## config.mk

```make
export PLATFORM = sky130hd
export DESIGN_NAME = descrypt_iter_sched_flat
export DESIGN_NICKNAME = d
export VERILOG_FILES = /design/src/rtl/descrypt_pkg.sv /design/src/rtl/descrypt_iter_sched_if.sv /design/src/rtl/descrypt_iter_sched_slot_ring.sv /design/src/rtl/descrypt_iter_sched.sv /design/src/flat_wrapper.sv
export SDC_FILE = /design/constraint.sdc
export NUM_CORES = 1
export LEC_CHECK = 0
export CAP_MARGIN = 20
export CORE_UTILIZATION = 62
export CTS_BUF_LIST = sky130_fd_sc_hd__clkbuf_4 sky130_fd_sc_hd__clkbuf_8
export CTS_CLUSTER_SIZE = 12
export DETAILED_ROUTE_END_ITERATION = 12
export PLACE_DENSITY = 0.81
export SLEW_MARGIN = 20
export SYNTH_ARGS = -nofsm -noshare
export SYNTH_HDL_FRONTEND = slang
export SYNTH_SLANG_ARGS = --single-unit
export TNS_END_PERCENT = 10
```

## constraint.sdc

```tcl
create_clock -name CLK -period 3.2 [get_ports CLK]
set_input_delay 0.48 -clock CLK [delete_from_list [all_inputs] [get_ports CLK]]
set_output_delay 0.48 -clock CLK [all_outputs]
set_load 0.01 [all_outputs]
```

## src/rtl/descrypt_pkg.sv

```systemverilog
`default_nettype none
// ============================================================================
//  Module      : descrypt_pkg
//  Description : Shared types and defaults for the descrypt iteration
//                scheduler (slot record, FSM states, pipeline geometry).
//  Revision    : 1.0 - initial release
// ============================================================================
package descrypt_pkg;

    // Default pipeline geometry: 16 DES rounds at 2 cycles each
    localparam int DES_PIPE_LAT = 32;
    // DES passes per descrypt candidate
    localparam int DES_ITERS    = 25;
    localparam int DES_TAG_W    = 8;
    localparam int DES_SALT_W   = 12;
    // Iteration counter width; holds 0..31, enough for ITERS up to 32
    localparam int ITER_W       = 5;

    typedef enum logic [1:0] {
        RUN   = 2'd0,
        DRAIN = 2'd1,
        LOAD  = 2'd2
    } sched_state_t;

    // One tracker entry, follows its candidate through the round pipeline
    typedef struct packed {
        logic                 valid;
        logic [ITER_W-1:0]    iter;
        logic [DES_TAG_W-1:0] tag;
    } slot_t;

endpackage
`default_nettype wire

```

## src/rtl/descrypt_iter_sched_if.sv

```systemverilog
`default_nettype none
// ============================================================================
//  Module      : descrypt_iter_sched_if
//  Description : Candidate / datapath-control / salt bus of the descrypt
//                iteration scheduler. The slave side is the scheduler.
//  Revision    : 1.0 - initial release
// ============================================================================
interface descrypt_iter_sched_if
    import descrypt_pkg::*;
#(
    parameter int TAG_W  = DES_TAG_W,
    parameter int SALT_W = DES_SALT_W,
    parameter int OCC_W  = $clog2(DES_PIPE_LAT + 1)
);
    logic              in_valid;
    logic [TAG_W-1:0]  in_tag;
    logic              in_ready;
    logic              mux_sel_new;
    logic              mux_load;
    logic              out_valid;
    logic [TAG_W-1:0]  out_tag;
    logic              salt_req;
    logic [SALT_W-1:0] salt_in;
    logic [SALT_W-1:0] salt_out;
    logic              salt_ack;
    logic [OCC_W-1:0]  occupancy;
    logic              busy;

    // Candidate generator / salt controller / datapath side
    modport master (
        output in_valid, in_tag, salt_req, salt_in,
        input  in_ready, mux_sel_new, mux_load, out_valid, out_tag,
               salt_out, salt_ack, occupancy, busy
    );

    // Scheduler side
    modport slave (
        input  in_valid, in_tag, salt_req, salt_in,
        output in_ready, mux_sel_new, mux_load, out_valid, out_tag,
               salt_out, salt_ack, occupancy, busy
    );
endinterface
`default_nettype wire

```

## src/rtl/descrypt_iter_sched_slot_ring.sv

```systemverilog
`default_nettype none
// ============================================================================
//  Module      : sched_slot_ring
//  Description : Per-slot tracker that shadows the round pipeline. Advances
//                every cycle; the write port feeds slot 0 and the last slot
//                is the head (the entry leaving the pipeline this cycle).
//  Revision    : 1.0 - initial release
// ============================================================================
module sched_slot_ring
    import descrypt_pkg::*;
#(
    parameter int DEPTH = DES_PIPE_LAT
) (
    input  wire   CLK,
    input  wire   RST,
    input  slot_t i_wr,
    output slot_t o_head
);

    slot_t ring_q [DEPTH];
    slot_t ring_d [DEPTH];

    // Next ring contents: new entry at slot 0, everything else moves up one
    always_comb begin
        ring_d[0] = i_wr;
        for (int i = 1; i < DEPTH; i++) begin
            ring_d[i] = ring_q[i-1];
        end
    end

    // Ring storage; reset invalidates every in-flight entry
    always_ff @(posedge CLK) begin
        if (RST) begin
            for (int i = 0; i < DEPTH; i++) begin
                ring_q[i] <= '0;
            end
        end else begin
            for (int i = 0; i < DEPTH; i++) begin
                ring_q[i] <= ring_d[i];
            end
        end
    end

    assign o_head = ring_q[DEPTH-1];

endmodule
`default_nettype wire

```

## src/rtl/descrypt_iter_sched.sv

```systemverilog
`default_nettype none
// ============================================================================
//  Module      : descrypt_iter_sched
//  Description : Schedules descrypt candidates through a free-running 16-round
//                DES pipeline: recirculates each candidate for ITERS passes,
//                fills free slots with new candidates, retires finished
//                hashes and swaps the salt only once the pipeline is empty.
//  Revision    : 1.0 - initial release
// ============================================================================
module descrypt_iter_sched
    import descrypt_pkg::*;
#(
    parameter int PIPE_LAT = DES_PIPE_LAT,
    parameter int ITERS    = DES_ITERS,
    parameter int TAG_W    = DES_TAG_W,   // must match the slot_t tag field
    parameter int SALT_W   = DES_SALT_W
) (
    input wire                   CLK,
    input wire                   RST,
    descrypt_iter_sched_if.slave bus
);

    localparam int                OCC_W       = $clog2(PIPE_LAT + 1);
    localparam logic [ITER_W-1:0] c_LAST_ITER = ITER_W'(ITERS - 1);
    localparam logic [ITER_W-1:0] c_ITER_ONE  = ITER_W'(1);
    localparam logic [OCC_W-1:0]  c_OCC_ONE   = OCC_W'(1);

    // Registered state
    sched_state_t      state_q,     state_d;
    logic [SALT_W-1:0] pending_q,   pending_d;
    logic [SALT_W-1:0] salt_out_q,  salt_out_d;
    logic              salt_ack_q,  salt_ack_d;
    logic [OCC_W-1:0]  occupancy_q, occupancy_d;
    logic              out_valid_q, out_valid_d;
    logic [TAG_W-1:0]  out_tag_q,   out_tag_d;

    // Per-cycle decision
    slot_t w_head;
    slot_t w_wr;
    logic  w_recirc;
    logic  w_retire;
    logic  w_in_ready;
    logic  w_accept;

    sched_slot_ring #(
        .DEPTH (PIPE_LAT)
    ) u_ring (
        .CLK    (CLK),
        .RST    (RST),
        .i_wr   (w_wr),
        .o_head (w_head)
    );

    // Slot decision: recirculation of an unfinished head always wins; a
    // retiring or empty head frees the slot for a new candidate in RUN.
    always_comb begin
        w_recirc   = w_head.valid && (w_head.iter < c_LAST_ITER);
        w_retire   = w_head.valid && (w_head.iter == c_LAST_ITER);
        w_in_ready = !w_recirc && (state_q == RUN);
        w_accept   = w_in_ready && bus.in_valid;
        w_wr       = '0;
        if (w_recirc) begin
            w_wr.valid = 1'b1;
            w_wr.iter  = w_head.iter + c_ITER_ONE;
            w_wr.tag   = w_head.tag;
        end else if (w_accept) begin
            w_wr.valid = 1'b1;
            w_wr.iter  = '0;
            w_wr.tag   = bus.in_tag;
        end
    end

    // Occupancy bookkeeping and retirement output
    always_comb begin
        occupancy_d = occupancy_q;
        if (w_accept && !w_retire) begin
            occupancy_d = occupancy_q + c_OCC_ONE;
        end else if (w_retire && !w_accept) begin
            occupancy_d = occupancy_q - c_OCC_ONE;
        end
        out_valid_d = w_retire;
        out_tag_d   = w_retire ? w_head.tag : out_tag_q;
    end

    // Salt FSM: latch request, drain the pipeline, then swap in one cycle
    always_comb begin
        state_d    = state_q;
        pending_d  = pending_q;
        salt_out_d = salt_out_q;
        salt_ack_d = 1'b0;
        case (state_q)
            RUN: begin
                if (bus.salt_req) begin
                    pending_d = bus.salt_in;
                    state_d   = DRAIN;
                end
            end
            DRAIN: begin
                if (occupancy_q == '0) begin
                    state_d = LOAD;
                end
            end
            LOAD: begin
                salt_out_d = pending_q;
                salt_ack_d = 1'b1;
                state_d    = RUN;
            end
            default: begin
                state_d = RUN;
            end
        endcase
    end

    // State registers
    always_ff @(posedge CLK) begin
        if (RST) begin
            state_q     <= RUN;
            pending_q   <= '0;
            salt_out_q  <= '0;
            salt_ack_q  <= 1'b0;
            occupancy_q <= '0;
            out_valid_q <= 1'b0;
            out_tag_q   <= '0;
        end else begin
            state_q     <= state_d;
            pending_q   <= pending_d;
            salt_out_q  <= salt_out_d;
            salt_ack_q  <= salt_ack_d;
            occupancy_q <= occupancy_d;
            out_valid_q <= out_valid_d;
            out_tag_q   <= out_tag_d;
        end
    end

    assign bus.in_ready    = w_in_ready;
    assign bus.mux_sel_new = !w_recirc && w_accept;
    assign bus.mux_load    = w_recirc || w_accept;
    assign bus.out_valid   = out_valid_q;
    assign bus.out_tag     = out_tag_q;
    assign bus.salt_out    = salt_out_q;
    assign bus.salt_ack    = salt_ack_q;
    assign bus.occupancy   = occupancy_q;
    assign bus.busy        = (state_q != RUN) || (occupancy_q != '0);

endmodule
`default_nettype wire

```

## src/flat_wrapper.sv

```systemverilog
// flat-port wrapper written by rule: the top's interface ports become plain ports
module descrypt_iter_sched_flat import descrypt_pkg::*;
#(
    parameter int PIPE_LAT = DES_PIPE_LAT,
    parameter int ITERS    = DES_ITERS,
    parameter int TAG_W    = DES_TAG_W,                                     
    parameter int SALT_W   = DES_SALT_W
)
  (CLK, RST, bus_in_valid, bus_in_tag, bus_salt_req, bus_salt_in, bus_in_ready, bus_mux_sel_new, bus_mux_load, bus_out_valid, bus_out_tag, bus_salt_out, bus_salt_ack, bus_occupancy, bus_busy);
  descrypt_iter_sched_if #(.TAG_W(TAG_W), .SALT_W(SALT_W)) bus_i ();
  input wire CLK;
  input wire RST;
  input wire logic [$bits(bus_i.in_valid)-1:0] bus_in_valid;
  input wire logic [$bits(bus_i.in_tag)-1:0] bus_in_tag;
  input wire logic [$bits(bus_i.salt_req)-1:0] bus_salt_req;
  input wire logic [$bits(bus_i.salt_in)-1:0] bus_salt_in;
  output wire logic [$bits(bus_i.in_ready)-1:0] bus_in_ready;
  output wire logic [$bits(bus_i.mux_sel_new)-1:0] bus_mux_sel_new;
  output wire logic [$bits(bus_i.mux_load)-1:0] bus_mux_load;
  output wire logic [$bits(bus_i.out_valid)-1:0] bus_out_valid;
  output wire logic [$bits(bus_i.out_tag)-1:0] bus_out_tag;
  output wire logic [$bits(bus_i.salt_out)-1:0] bus_salt_out;
  output wire logic [$bits(bus_i.salt_ack)-1:0] bus_salt_ack;
  output wire logic [$bits(bus_i.occupancy)-1:0] bus_occupancy;
  output wire logic [$bits(bus_i.busy)-1:0] bus_busy;
  assign bus_i.in_valid = bus_in_valid;
  assign bus_i.in_tag = bus_in_tag;
  assign bus_i.salt_req = bus_salt_req;
  assign bus_i.salt_in = bus_salt_in;
  assign bus_in_ready = bus_i.in_ready;
  assign bus_mux_sel_new = bus_i.mux_sel_new;
  assign bus_mux_load = bus_i.mux_load;
  assign bus_out_valid = bus_i.out_valid;
  assign bus_out_tag = bus_i.out_tag;
  assign bus_salt_out = bus_i.salt_out;
  assign bus_salt_ack = bus_i.salt_ack;
  assign bus_occupancy = bus_i.occupancy;
  assign bus_busy = bus_i.busy;
  descrypt_iter_sched #(.PIPE_LAT(PIPE_LAT), .ITERS(ITERS), .TAG_W(TAG_W), .SALT_W(SALT_W)) u_core (.CLK(CLK), .RST(RST), .bus(bus_i));
endmodule
```

# ---- Word level (Yosys, flattened, before mapping)
# Memories as Yosys holds them, arrays and structs flattened.
# Cells that the tools add are included.
dict set report classes {
  n_addsub 3
  order_cmp 1
  n_eq_ne 5
  muxes 43
  bitwise 32
  n_reduce_logical 19
}
# operator count
set ops {}
lappend ops {{14-bit two-way mux} 34}
lappend ops {{1-bit bitwise OR} 32}
lappend ops {{6-bit two-way mux} 2}
lappend ops {{1-bit logical AND} 7}
lappend ops {{6-bit by 1-bit adder with 6-bit output, second input constant} 1}
lappend ops {{6-bit logical NOT} 1}
lappend ops {{6-bit nonzero test} 1}
lappend ops {{6-bit by 1-bit subtractor with 6-bit output, second input constant} 1}
lappend ops {{5-bit by 1-bit adder with 5-bit output, second input constant} 1}
lappend ops {{5-bit == test, second input constant} 1}
lappend ops {{5-bit less-than comparator, second input constant} 1}
lappend ops {{1-bit two-way mux} 4}
lappend ops {{2-bit two-way mux} 2}
lappend ops {{2-bit case mux with 2 select lines} 1}
lappend ops {{2-bit AND reduction} 2}
lappend ops {{2-bit nonzero test} 2}
lappend ops {{1-bit logical NOT} 3}
lappend ops {{2-bit by 1-bit == test with 1-bit output, second input constant} 1}
lappend ops {{2-bit == test, second input constant} 1}
lappend ops {{2-bit logical NOT} 1}
lappend ops {{1-bit logical OR} 2}
lappend ops {{2-bit by 1-bit inequality test with 1-bit output, second input constant} 1}
lappend ops {{2-bit inequality test, second input constant} 1}
dict set report totals {
  ff_bits 42
  ramBits 448
  input_bits 24
  output_inout_bits 32
  wordCells 111
  memories 1
}
# memory depth word_bits read_ports rd_ports_with_merged_regs wr line_no
set mem_list {}
lappend mem_list {u_core.u_ring.ring_q 32 14 32 0 32 descrypt_iter_sched_slot_ring.sv:20} ;# slot_t ring_q [DEPTH];

# ---- Depth between registers and ports, before layout
# Gate-level depths: netlist (run 1).
dict set report depth {
  depth_word 9
  ltp_mapped 13
  ltp_nobuf 12
}

# ---- Cells and area by module
# Synthesis (run 1) repeated with hierarchy kept, for this count alone.
dict set report unflattened {
  hier_cells 1176
  hier_area_um2 14674.1
}
# module instances cells_per_inst area_per_inst_um2 seq_area_each_um2
set modules_own_cells {}
lappend modules_own_cells {sched_slot_ring 1 946 12776.0 8968.6}
lappend modules_own_cells {descrypt_iter_sched 1 230 1898.1 840.8}

# ---- Least setup slack after synthesis (run 1)
# Ideal clock, no wire load.
dict set report synth_timing {
  path_kind {flip-flop to flip-flop}
  startpoint {memory u_core.u_ring.ring_q[1][218] (netlist name)}
  endpoint {register u_core.occupancy_q[3], in the netlist u_core.bus.occupancy[3]}
  setup_time_ns 0.058
  arrival_time_ns 2.219
  required_ns 3.142
  setup_slack_ns 0.923
  stages_incl_launch_ff 14
  n_path_buf 1
  synth_period_minus_slack_ns 2.277
  path_cell_list {dfxtp_1 -> inv_1 -> ha_1 -> nand2_1 -> nor3_2 -> buf_6 -> inv_1 -> ha_1 -> inv_1 -> ha_1 -> a211oi_1 -> nor2_1 -> nor4b_1 -> a211o_1}
}
# element line_no
set synth_lines {}
lappend synth_lines {{start: declaration} descrypt_iter_sched_slot_ring.sv:20}
lappend synth_lines {{end signal: assignment} descrypt_iter_sched.sv:129} ;# occupancy_q <= occupancy_d;
lappend synth_lines {{end: declaration} descrypt_iter_sched.sv:33} ;# logic [OCC_W-1:0] occupancy_q, occupancy_d;

==> flow_metrics.py, run 1 <==
metrics = {
    "status": {
        "status": "finished clean",
    },
    "floorplan": {
        "rows": 54,
        "core-area_um2": 21820,
        "die_w_um": 151.4,
        "ios": 56,
        "die_y_um": 151.4,
        "die-area_um2": 22910,
        "start_util_pct": 63.39,
    },
    "timing": {
        "setup_viol": 0,
        "max_slew_margin_pct": 29.82,
        "tightest_slew_ns": 1.053,
        "finalHoldViolCount": 0,
        "fin_tns_setup_ns": 0,
        "clock.fmax_mhz": 408.7,
        "finClkSkew_ns": 0.02066,
        "slew_viol_final": 0,
        "rsz0062_at_grt": "false",
        "period_minus_slack_ns": 2.447,
        "post-route-period-util_pct": 76.46,
    },
    "logic_synthesis": {
        "syn_nets": 1199,
        "synthCells": 1167,
        "async_flop_share_pct": 0,
        "ys_ff_latch": 490,
        "synth-xor-area-share_pct": 0.3165,
        "seq_area_frac_synth_pct": 70.91,
        "ys_warn_count": 0,
        "synth_mux_area_share_pct": 0.5788,
        "synthAdderAreaFrac_pct": 0.7778,
        "synth_top_family_by_area": "simple AND/OR/NAND/NOR gates",
        "synth_area_leaders": "dfxtp_1, nor2b_1, nand2_1",
        "synth_cell_types": 38,
        "synthFlopType": "dfxtp_1",
        "yosysTopAreaCellShare_pct": 70.91,
        "yosysTopAreaCell": "dfxtp_1",
        "synth_area_um2": 13830,
        "synth_compound_area_share_pct": 2.116,
        "synth_edf_count": 0,
        "syn_area_per_cell_um2": 11.85,
        "yosys.area_share.simple_pct": 23.22,
    },
    "place": {
        "postPlaceCellArea_um2": 14560,
        "hpwlAfterDp_um": 10150,
        "port_buffers": 55,
        "routabilityCongestion": 0.7599,
    },
    "hold_path": {
        "hold_class": "flop to flop",
    },
    "clocking": {
        "post-cts-setup-buffers": 0,
        "ctsHoldBuffers": 0,
        "cts.sinks": 490,
        "htreeDepth": 3,
        "path_clk_slew_ns": 0.06,
        "post_cts_resized": 0,
        "clockRootBuffer": "clkbuf_8",
        "clockBufferDepth": 3,
        "cts_tree": "built",
        "cts_buffers": 72,
        "clkLatencyLatePin_ns": 0.57,
    },
    "cells_and_area": {
        "final_nets": 1274,
        "drive_gt1_share_pct": 10.90,
        "final_cell_mix": "dfxtp_1, nor2b_1, clkbuf_8",
        "insertedDiodeCount": 0,
        "final_common_cell": "dfxtp_1",
        "design_area_um2": 16100,
        "fin_util_pct": 73.76,
        "area_growth_pct": 16.36,
    },
    "setup_path": {
        "crit_family": "compound AO/OA/AOI/OAI gates",
        "required_ns": 3.68,
        "critPathMaxStageDelay_ns": 0.33,
        "cp-end-kind": "flop",
        "crit_buf_inv": 3,
        "worst_path_max_delay_cell": "dfxtp_1",
        "critPathKind": "flop to flop",
        "worstPathArrival_ns": 2.93,
        "critPathLaunchType": "flop",
        "cp_max_fo": 5,
        "cp_cell_sequence": "inv_1 -> ha_1 -> nand2_1 -> nor3_2 -> inv_1 -> ha_1 -> inv_1 -> ha_1 -> a211oi_1 -> o31a_1 -> nor3_1 -> a311oi_1",
    },
    "routing": {
        "via_per_inst": 4.589,
        "dr_total_vias": 7223,
        "dr.pass1.iters": 4,
        "routed_wl_um": 19530,
        "drt_iter0_drc": 245,
        "drc_errors": 0,
        "wire_per_inst_um": 12.41,
        "drtAntennaViolNets": 0,
    },
    "grt": {
        "antenna_found_initial": 0,
        "grt-ovfl-total": 0,
        "grt_pass1_vias": 7263,
        "grt_pass1_wl_um": 32790,
        "grt_max_degree": 181,
        "track_usage_pct": 18.00,
    },
    "job": {
        "cap_violations": 0,
    },
    "power_and_ir_drop": {
        "power_leakage_nw": 6.348,
        "p_per_area_nw_per_um2": 733.0,
        "worst_ir_drop_vdd_mv": 0.4887,
    },
}
-- final timing paths --
path	slack, ns	from	cells after the start	to
hold / removal	0.42	u_core.u_ring.ring_q[1][134]	1	u_core.u_ring.ring_q[1][148]
setup reg to reg	0.75	u_core.u_ring.ring_q[1][218]	12	u_core.bus.occupancy[5]
hold reg to reg	0.42	u_core.u_ring.ring_q[1][134]	1	u_core.u_ring.ring_q[1][148]
setup / recovery	0.75	u_core.u_ring.ring_q[1][218]	12	u_core.bus.occupancy[5]
-- layout make-up --
class / instances / area [um2]
clock inverter: 11 / 123.9
sequential: 490 / 9809
multi-input combinational: 610 / 3736
clock buffer: 115 / 1414
tap: 280 / 350.3
fill: 1433 / 5725
inverter: 7 / 26.28
timing repair buffer: 61 / 638.1
-- metrics by stage --
step | power [mW] | setup WS (ns) | cells | hold slack, ns
finish | 11.80 | 0.7532 | 1574 | 0.4191
global route | 12.25 | 0.4328 | 1574 | 0.4327
CTS | 11.94 | 0.7390 | 1574 | 0.4133
detailed placement | 6.814 | 0.4038 | 1448 | 0.4204
global placement | 6.793 | 0.5243 | 1448 | 0.4153
floorplan | 6.649 | 0.9231 | 1167 | 0.4138
-- power breakdown --
part / leakage [nW] / internal, mW / switching, mW
sequential: 3.95 / 6.16 / 0.0455
combinational: 1.58 / 0.203 / 0.276
clock: 0.814 / 2.91 / 2.21
total: 6.35 / 9.27 / 2.53
-- cells by family (layout without fill, tap and decap cells) --
family / count (synthesis) / count (layout)
AND/OR/NAND/NOR: 541 / 541
flip-flops: 490 / 490
buffers and inverters: 67 / 194
AO/OA/AOI/OAI: 48 / 48
adder cells (fa/ha/maj): 8 / 8
multiplexers: 8 / 8
XOR/XNOR: 5 / 5
-- worst register-to-register path, stage by stage (launching register included) --
cell	delay (ns)
dfxtp_1	0.33
inv_1	0.06
ha_1	0.14
nand2_1	0.06
nor3_2	0.14
inv_1	0.08
ha_1	0.27
inv_1	0.17
ha_1	0.26
a211oi_1	0.33
o31a_1	0.23
nor3_1	0.08
a311oi_1	0.22
-- per-layer routing --
metal | track usage, % | routed length (um) | up-vias
met1 | 24.05 | 9743 | 3332
li1 | - | - | 3742
met2 | 27.40 | 8622 | 111
met3 | 4.187 | 728 | 38
met4 | 9.000 | 434 | 0
met5 | 0 | 0 | -
-- synthesized netlist by cell type, types with 3 or more instances --
master and n:
dfxtp_1 490, nor2b_1 434, nand2_1 56, clkbuf_1 44, a21oi_1 32, nor2_1 27, buf_2 12, a22o_1 8
mux2i_1 8, ha_1 7, inv_1 7, xor2_1 4, and2_1 3, nor3_1 3, nor4b_1 3
-- sequential cells by signal, indices dropped and copies added (netlist names) --
register,cells
u_core.u_ring.ring_q,448
u_core.bus.out_tag,8
u_core.pending_q,12
u_core.bus.salt_out,12
u_core.state_q,2
u_core.bus.out_valid,1
u_core.bus.salt_ack,1
u_core.bus.occupancy,6
Note: power is estimated with default switching activity, not from simulation.
==> run 2: changes to the inputs <==
Clock period 3.2 ns to 2.3 ns, I/O delays scaled along.
==> run 2 against run 1 <==
Compared with the run above: sequential cell count is the same; core utilization increased by 1.3 points; global-route usage is 0.32 points lower; final area rose by 1.7%; combinational power rose by 58%; via count up 0.78%; die area unchanged; largest power group unchanged; critical path depth is the same; total power up 43%.
==> flow_metrics.py, run 2 (same netlist as run 1, synthesis figures left out) <==
metrics = {
    "status": {
        "status": "finished clean",
    },
    "cells_and_area": {
        "final_common_cell": "dfxtp_1",
        "final_nets": 1293,
        "fin_util_pct": 75.05,
        "largest_register_ffs": 448,
        "drive_gt1_share_pct": 12.98,
        "finalNonFillerCells": 1597,
        "multi_input_area_um2": 3771,
        "final_cell_mix": "dfxtp_1, nor2b_1, clkbuf_8",
        "regArea_um2": 9809,
        "insertedDiodeCount": 0,
        "top_register": "u_core.u_ring.ring_q",
        "area_growth_pct": 18.40,
        "fillCellCount": 1409,
    },
    "clocking": {
        "path_clk_slew_ns": 0.06,
        "clockRootBuffer": "clkbuf_8",
        "clkLatencyLatePin_ns": 0.59,
        "ctsHoldBuffers": 0,
        "htreeDepth": 3,
        "cts.sinks": 490,
        "clockBufferDepth": 3,
        "cts_buffers": 72,
        "cts_tree": "built",
    },
    "setup_path": {
        "cp-end-kind": "flop",
        "rrSetupSlack_ns": 0.1,
        "crit_end": "u_core.bus.occupancy[4]",
        "r2r_cells": 12,
        "startpoint": "u_core.u_ring.ring_q[1][218]",
        "critPathKind": "flop to flop",
        "r2r-end": "u_core.bus.occupancy[4]",
        "worstPathArrival_ns": 2.66,
        "cp_max_fo": 3,
        "critPathLaunchType": "flop",
        "r2r-start": "u_core.u_ring.ring_q[1][218]",
        "required_ns": 2.76,
    },
    "power_and_ir_drop": {
        "p_clk_share_pct": 44.2,
        "swShare_pct": 21.85,
        "comb_power_share_pct": 4.5,
        "power_leakage_nw": 6.519,
        "p_int_mw": 13.15,
        "p_per_area_nw_per_um2": 1027,
        "switching_power_mw": 3.677,
        "worst_ir_drop_vdd_mv": 0.6628,
        "seq_power_share_pct": 51.3,
    },
    "place": {
        "hpwlAfterDp_um": 10260,
        "dpl_worst_slack_ns": -0.2174,
        "place_inst": 1461,
        "routabilityCongestion": 0.7495,
        "port_buffers": 55,
    },
    "grt": {
        "track_usage_pct": 17.68,
        "grt_max_degree": 109,
        "grt_pass1_wl_um": 32370,
        "grt-ovfl-total": 0,
        "grt_pass1_vias": 7060,
        "antenna_found_initial": 0,
    },
    "timing": {
        "clock.fmax_mhz": 453.6,
        "finalHoldViolCount": 0,
        "tightest_slew_ns": 0.6984,
        "setup_viol": 0,
        "slew_viol_final": 0,
        "worst_slack_ns": 0.09524,
        "finClkSkew_ns": 0.02887,
        "holdWs_ns": 0.2088,
        "rsz0062_at_grt": "true",
        "post-route-period-util_pct": 95.86,
        "fin_tns_setup_ns": 0,
        "max_slew_margin_pct": 53.44,
        "period_minus_slack_ns": 2.205,
    },
    "routing": {
        "routed_wl_um": 19610,
        "dr.pass1.iters": 4,
        "drc_errors": 0,
        "drt_iter0_drc": 248,
        "dr_total_vias": 7279,
        "wire_per_inst_um": 12.28,
        "drtAntennaViolNets": 0,
        "via_per_inst": 4.558,
    },
    "floorplan": {
        "core-area_um2": 21820,
        "start_util_pct": 63.39,
        "rows": 54,
        "die_w_um": 151.4,
        "die-area_um2": 22910,
        "die_y_um": 151.4,
        "ios": 56,
    },
    "job": {
        "cap_violations": 0,
    },
    "hold_path": {
        "min_from": "RST",
        "hold_class": "input port to flop",
    },
}
## run 2: how the worst min path moves through the flow
stage                                   endpoint  cells past startpoint
global route         u_core.u_ring.ring_q[0][43]                      2
finish              u_core.u_ring.ring_q[1][187]                      2
detailed placement  u_core.u_ring.ring_q[0][101]                      1
floorplan           u_core.u_ring.ring_q[0][100]                      1
CTS                 u_core.u_ring.ring_q[1][187]                      2
global placement    u_core.u_ring.ring_q[1][196]                      1
## run 2: routing by layer
metal / global-route usage (%) / wire, um
met5: 0 / 0
met4: 7.750 / 449
met3: 4.307 / 680
met2: 26.51 / 8375
met1: 24.27 / 10100
## run 2: power by group through the flow
stage,registers (mW),clock network (mW),logic (mW)
floorplan,8.81,0,0.439
global placement,8.81,0,0.699
detailed placement,8.81,0,0.713
CTS,8.63,7.61,0.754
global route,8.64,7.97,0.837
finish,8.63,7.44,0.753
## run 2: final cells by class
cell class	instances	area share [%]
Inverter	7	0.1604
Clock buffer	113	8.693
Multi-Input combinational cell	610	23.02
Sequential cell	490	59.89
Tap cell	280	2.139
Timing Repair Buffer	80	4.874
Clock inverter	17	1.222
## run 2: repair_timing
action,in CTS,in global routing
endpoints found under the hold margin,0,0
gates resized for setup,6,4
pin swaps,2,4
setup buffers,5,1
endpoints found under the setup margin,3,6
## run 2: critical path, cell delays in order, from the launching register on
cell,delay [ns]
dfxtp_1,0.31
inv_1,0.05
ha_1,0.14
nand2_1,0.06
nor3_2,0.14
inv_1,0.10
ha_2,0.20
buf_4,0.15
fa_2,0.34
nand2b_4,0.16
a21oi_4,0.13
nor4b_1,0.07
a211o_1,0.24
## run 2: metrics by stage
step	power (mW)	area, um2
after floorplan	9.251	13830
after global placement	9.513	14670
after detailed placement	9.528	14670
after CTS	16.99	16360
after global routing	17.45	16380
final	16.83	16380
==> run 3: changes to the inputs <==
Settings changed: TNS_END_PERCENT 10 to unset.
==> run 3 against run 2 <==
Compared with the run above: sequential share of layout area down 0.10 points; total power about the same; setup slack worse by 0.0029 ns; hold slack better by 0.0027 ns; clock skew down 0.00078 ns; final area up 0.20%; largest power group unchanged; maximum frequency down 0.13%; wire length up 0.10%; sequential cell count unchanged; highest routed layer unchanged.
==> flow_metrics.py, run 3 (same netlist as run 1, synthesis figures left out) <==
metrics = {
    "timing": {
        "slew_viol_final": 0,
        "clock.fmax_mhz": 453.0,
        "finClkSkew_ns": 0.02809,
        "tightest_slew_ns": 0.6985,
        "max_slew_margin_pct": 53.43,
        "setup_viol": 0,
        "period_minus_slack_ns": 2.208,
        "fin_tns_setup_ns": 0,
        "post-route-period-util_pct": 95.99,
        "worst_slack_ns": 0.09230,
        "finalHoldViolCount": 0,
        "rsz0062_at_grt": "true",
    },
    "setup_path": {
        "cp-end-kind": "flop",
        "worst_path_max_delay_cell": "fa_2",
        "crit_buf_inv": 3,
        "critPathLaunchType": "flop",
        "cp_max_fo": 3,
        "crit_family": "adder cells",
        "cp_cell_sequence": "inv_2 -> ha_4 -> nand2_1 -> nor3_2 -> inv_1 -> ha_2 -> buf_6 -> fa_2 -> nand2b_4 -> a21oi_4 -> nor4b_2 -> a211o_1",
        "required_ns": 2.76,
        "critPathMaxStageDelay_ns": 0.36,
        "worstPathArrival_ns": 2.66,
        "critPathKind": "flop to flop",
    },
    "floorplan": {
        "start_util_pct": 63.39,
        "die_y_um": 151.4,
        "die_w_um": 151.4,
        "die-area_um2": 22910,
        "ios": 56,
        "core-area_um2": 21820,
        "rows": 54,
    },
    "cells_and_area": {
        "top_register": "u_core.u_ring.ring_q",
        "largest_register_ffs": 448,
        "area_growth_pct": 18.63,
        "final_nets": 1294,
        "fin_util_pct": 75.20,
        "final_common_cell": "dfxtp_1",
        "fillCellCount": 1409,
        "insertedDiodeCount": 0,
        "final_cell_mix": "dfxtp_1, nor2b_1, clkbuf_8",
        "drive_gt1_share_pct": 13.51,
        "finalNonFillerCells": 1598,
        "multi_input_area_um2": 3790,
        "regArea_um2": 9812,
    },
    "routing": {
        "wire_per_inst_um": 12.28,
        "drc_errors": 0,
        "drtAntennaViolNets": 0,
        "dr_total_vias": 7287,
        "routed_wl_um": 19630,
        "via_per_inst": 4.560,
        "drt_iter0_drc": 238,
        "dr.pass1.iters": 4,
    },
    "place": {
        "port_buffers": 55,
        "hpwlAfterDp_um": 10260,
        "routabilityCongestion": 0.7495,
        "place_inst": 1461,
        "dpl_worst_slack_ns": -0.2174,
    },
    "clocking": {
        "clockBufferDepth": 3,
        "ctsHoldBuffers": 0,
        "clkLatencyLatePin_ns": 0.59,
        "clockRootBuffer": "clkbuf_8",
        "cts.sinks": 490,
        "path_clk_slew_ns": 0.06,
        "htreeDepth": 3,
        "cts_tree": "built",
        "cts_buffers": 72,
    },
    "power_and_ir_drop": {
        "p_per_area_nw_per_um2": 1026,
        "total_power_mw": 16.84,
        "power_leakage_nw": 6.530,
        "worst_ir_drop_vdd_mv": 0.6643,
    },
    "grt": {
        "top_usage_layer": "met2",
        "grt_pass1_wl_um": 32370,
        "track_usage_pct": 17.68,
        "met1_usage_pct": 24.27,
        "grt_pass1_vias": 7060,
        "antenna_found_initial": 0,
        "grt-ovfl-total": 0,
        "met2_usage_pct": 26.51,
        "grt_max_degree": 109,
        "use_met3_pct": 4.307,
    },
    "job": {
        "cap_violations": 0,
    },
    "hold_path": {
        "hold_class": "input port to flop",
    },
    "status": {
        "status": "finished clean",
    },
}
==> run 3: cell types whose count changed in the layout (fill, tap and decap cells not counted) <==
cell,before,now
dfxtp_1,490,488
dfxtp_2,0,2
inv_1,6,4
inv_2,1,3
buf_6,0,1
ha_1,6,5
ha_4,0,1
nor4b_1,3,2
nor4b_2,0,1
==> run 3: stage by stage <==
stage | cell area [um2] | hold slack (ns)
after floorplan | 13830 | 0.4138
after global placement | 14670 | 0.4156
after detailed placement | 14670 | 0.4204
after CTS | 16360 | 0.2269
after global routing | 16410 | 0.2426
final | 16410 | 0.2116
==> run 3: area by class of cell <==
| type | instances | share of cell area, % |
|---|---|---|
| clock buffer | 113 | 8.676 |
| tap | 280 | 2.135 |
| sequential | 490 | 59.78 |
| timing repair buffer | 81 | 4.933 |
| inverter | 7 | 0.1601 |
| multi-input combinational | 610 | 23.09 |
| clock inverter | 17 | 1.220 |
==> run 3: report_power, final <==
group          leakage, nW  internal [mW]  switching [mW]
sequential            3.95           8.57          0.0672
clock                0.859           4.24            3.20
combinational         1.72          0.354           0.410
total                 6.53           13.2            3.68
==> run 3: per-layer routing <==
layer	part of all wire, %	up-vias
met5	0	-
met4	2.3	0
met3	3.4	41
met2	43	96
met1	51	3359
li1	-	3791
==> run 3: what timing repair did <==
action	4_1_cts	5_1_grt
endpoints found under the hold margin	0	0
setup buffers	5	2
gates resized for setup	6	12
pin swaps	2	6
setup endpoints to repair	3	6
==> run 3: final timing paths <==
check | from | to | slack [ns] | cells past startpoint
setup / recovery | u_core.u_ring.ring_q[1][219] | u_core.bus.occupancy[4] | 0.09 | 12
hold / removal | RST | u_core.u_ring.ring_q[1][187] | 0.21 | 2
setup reg to reg | u_core.u_ring.ring_q[1][219] | u_core.bus.occupancy[4] | 0.09 | 12
hold reg to reg | u_core.u_ring.ring_q[0][19] | u_core.u_ring.ring_q[0][33] | 0.43 | 1
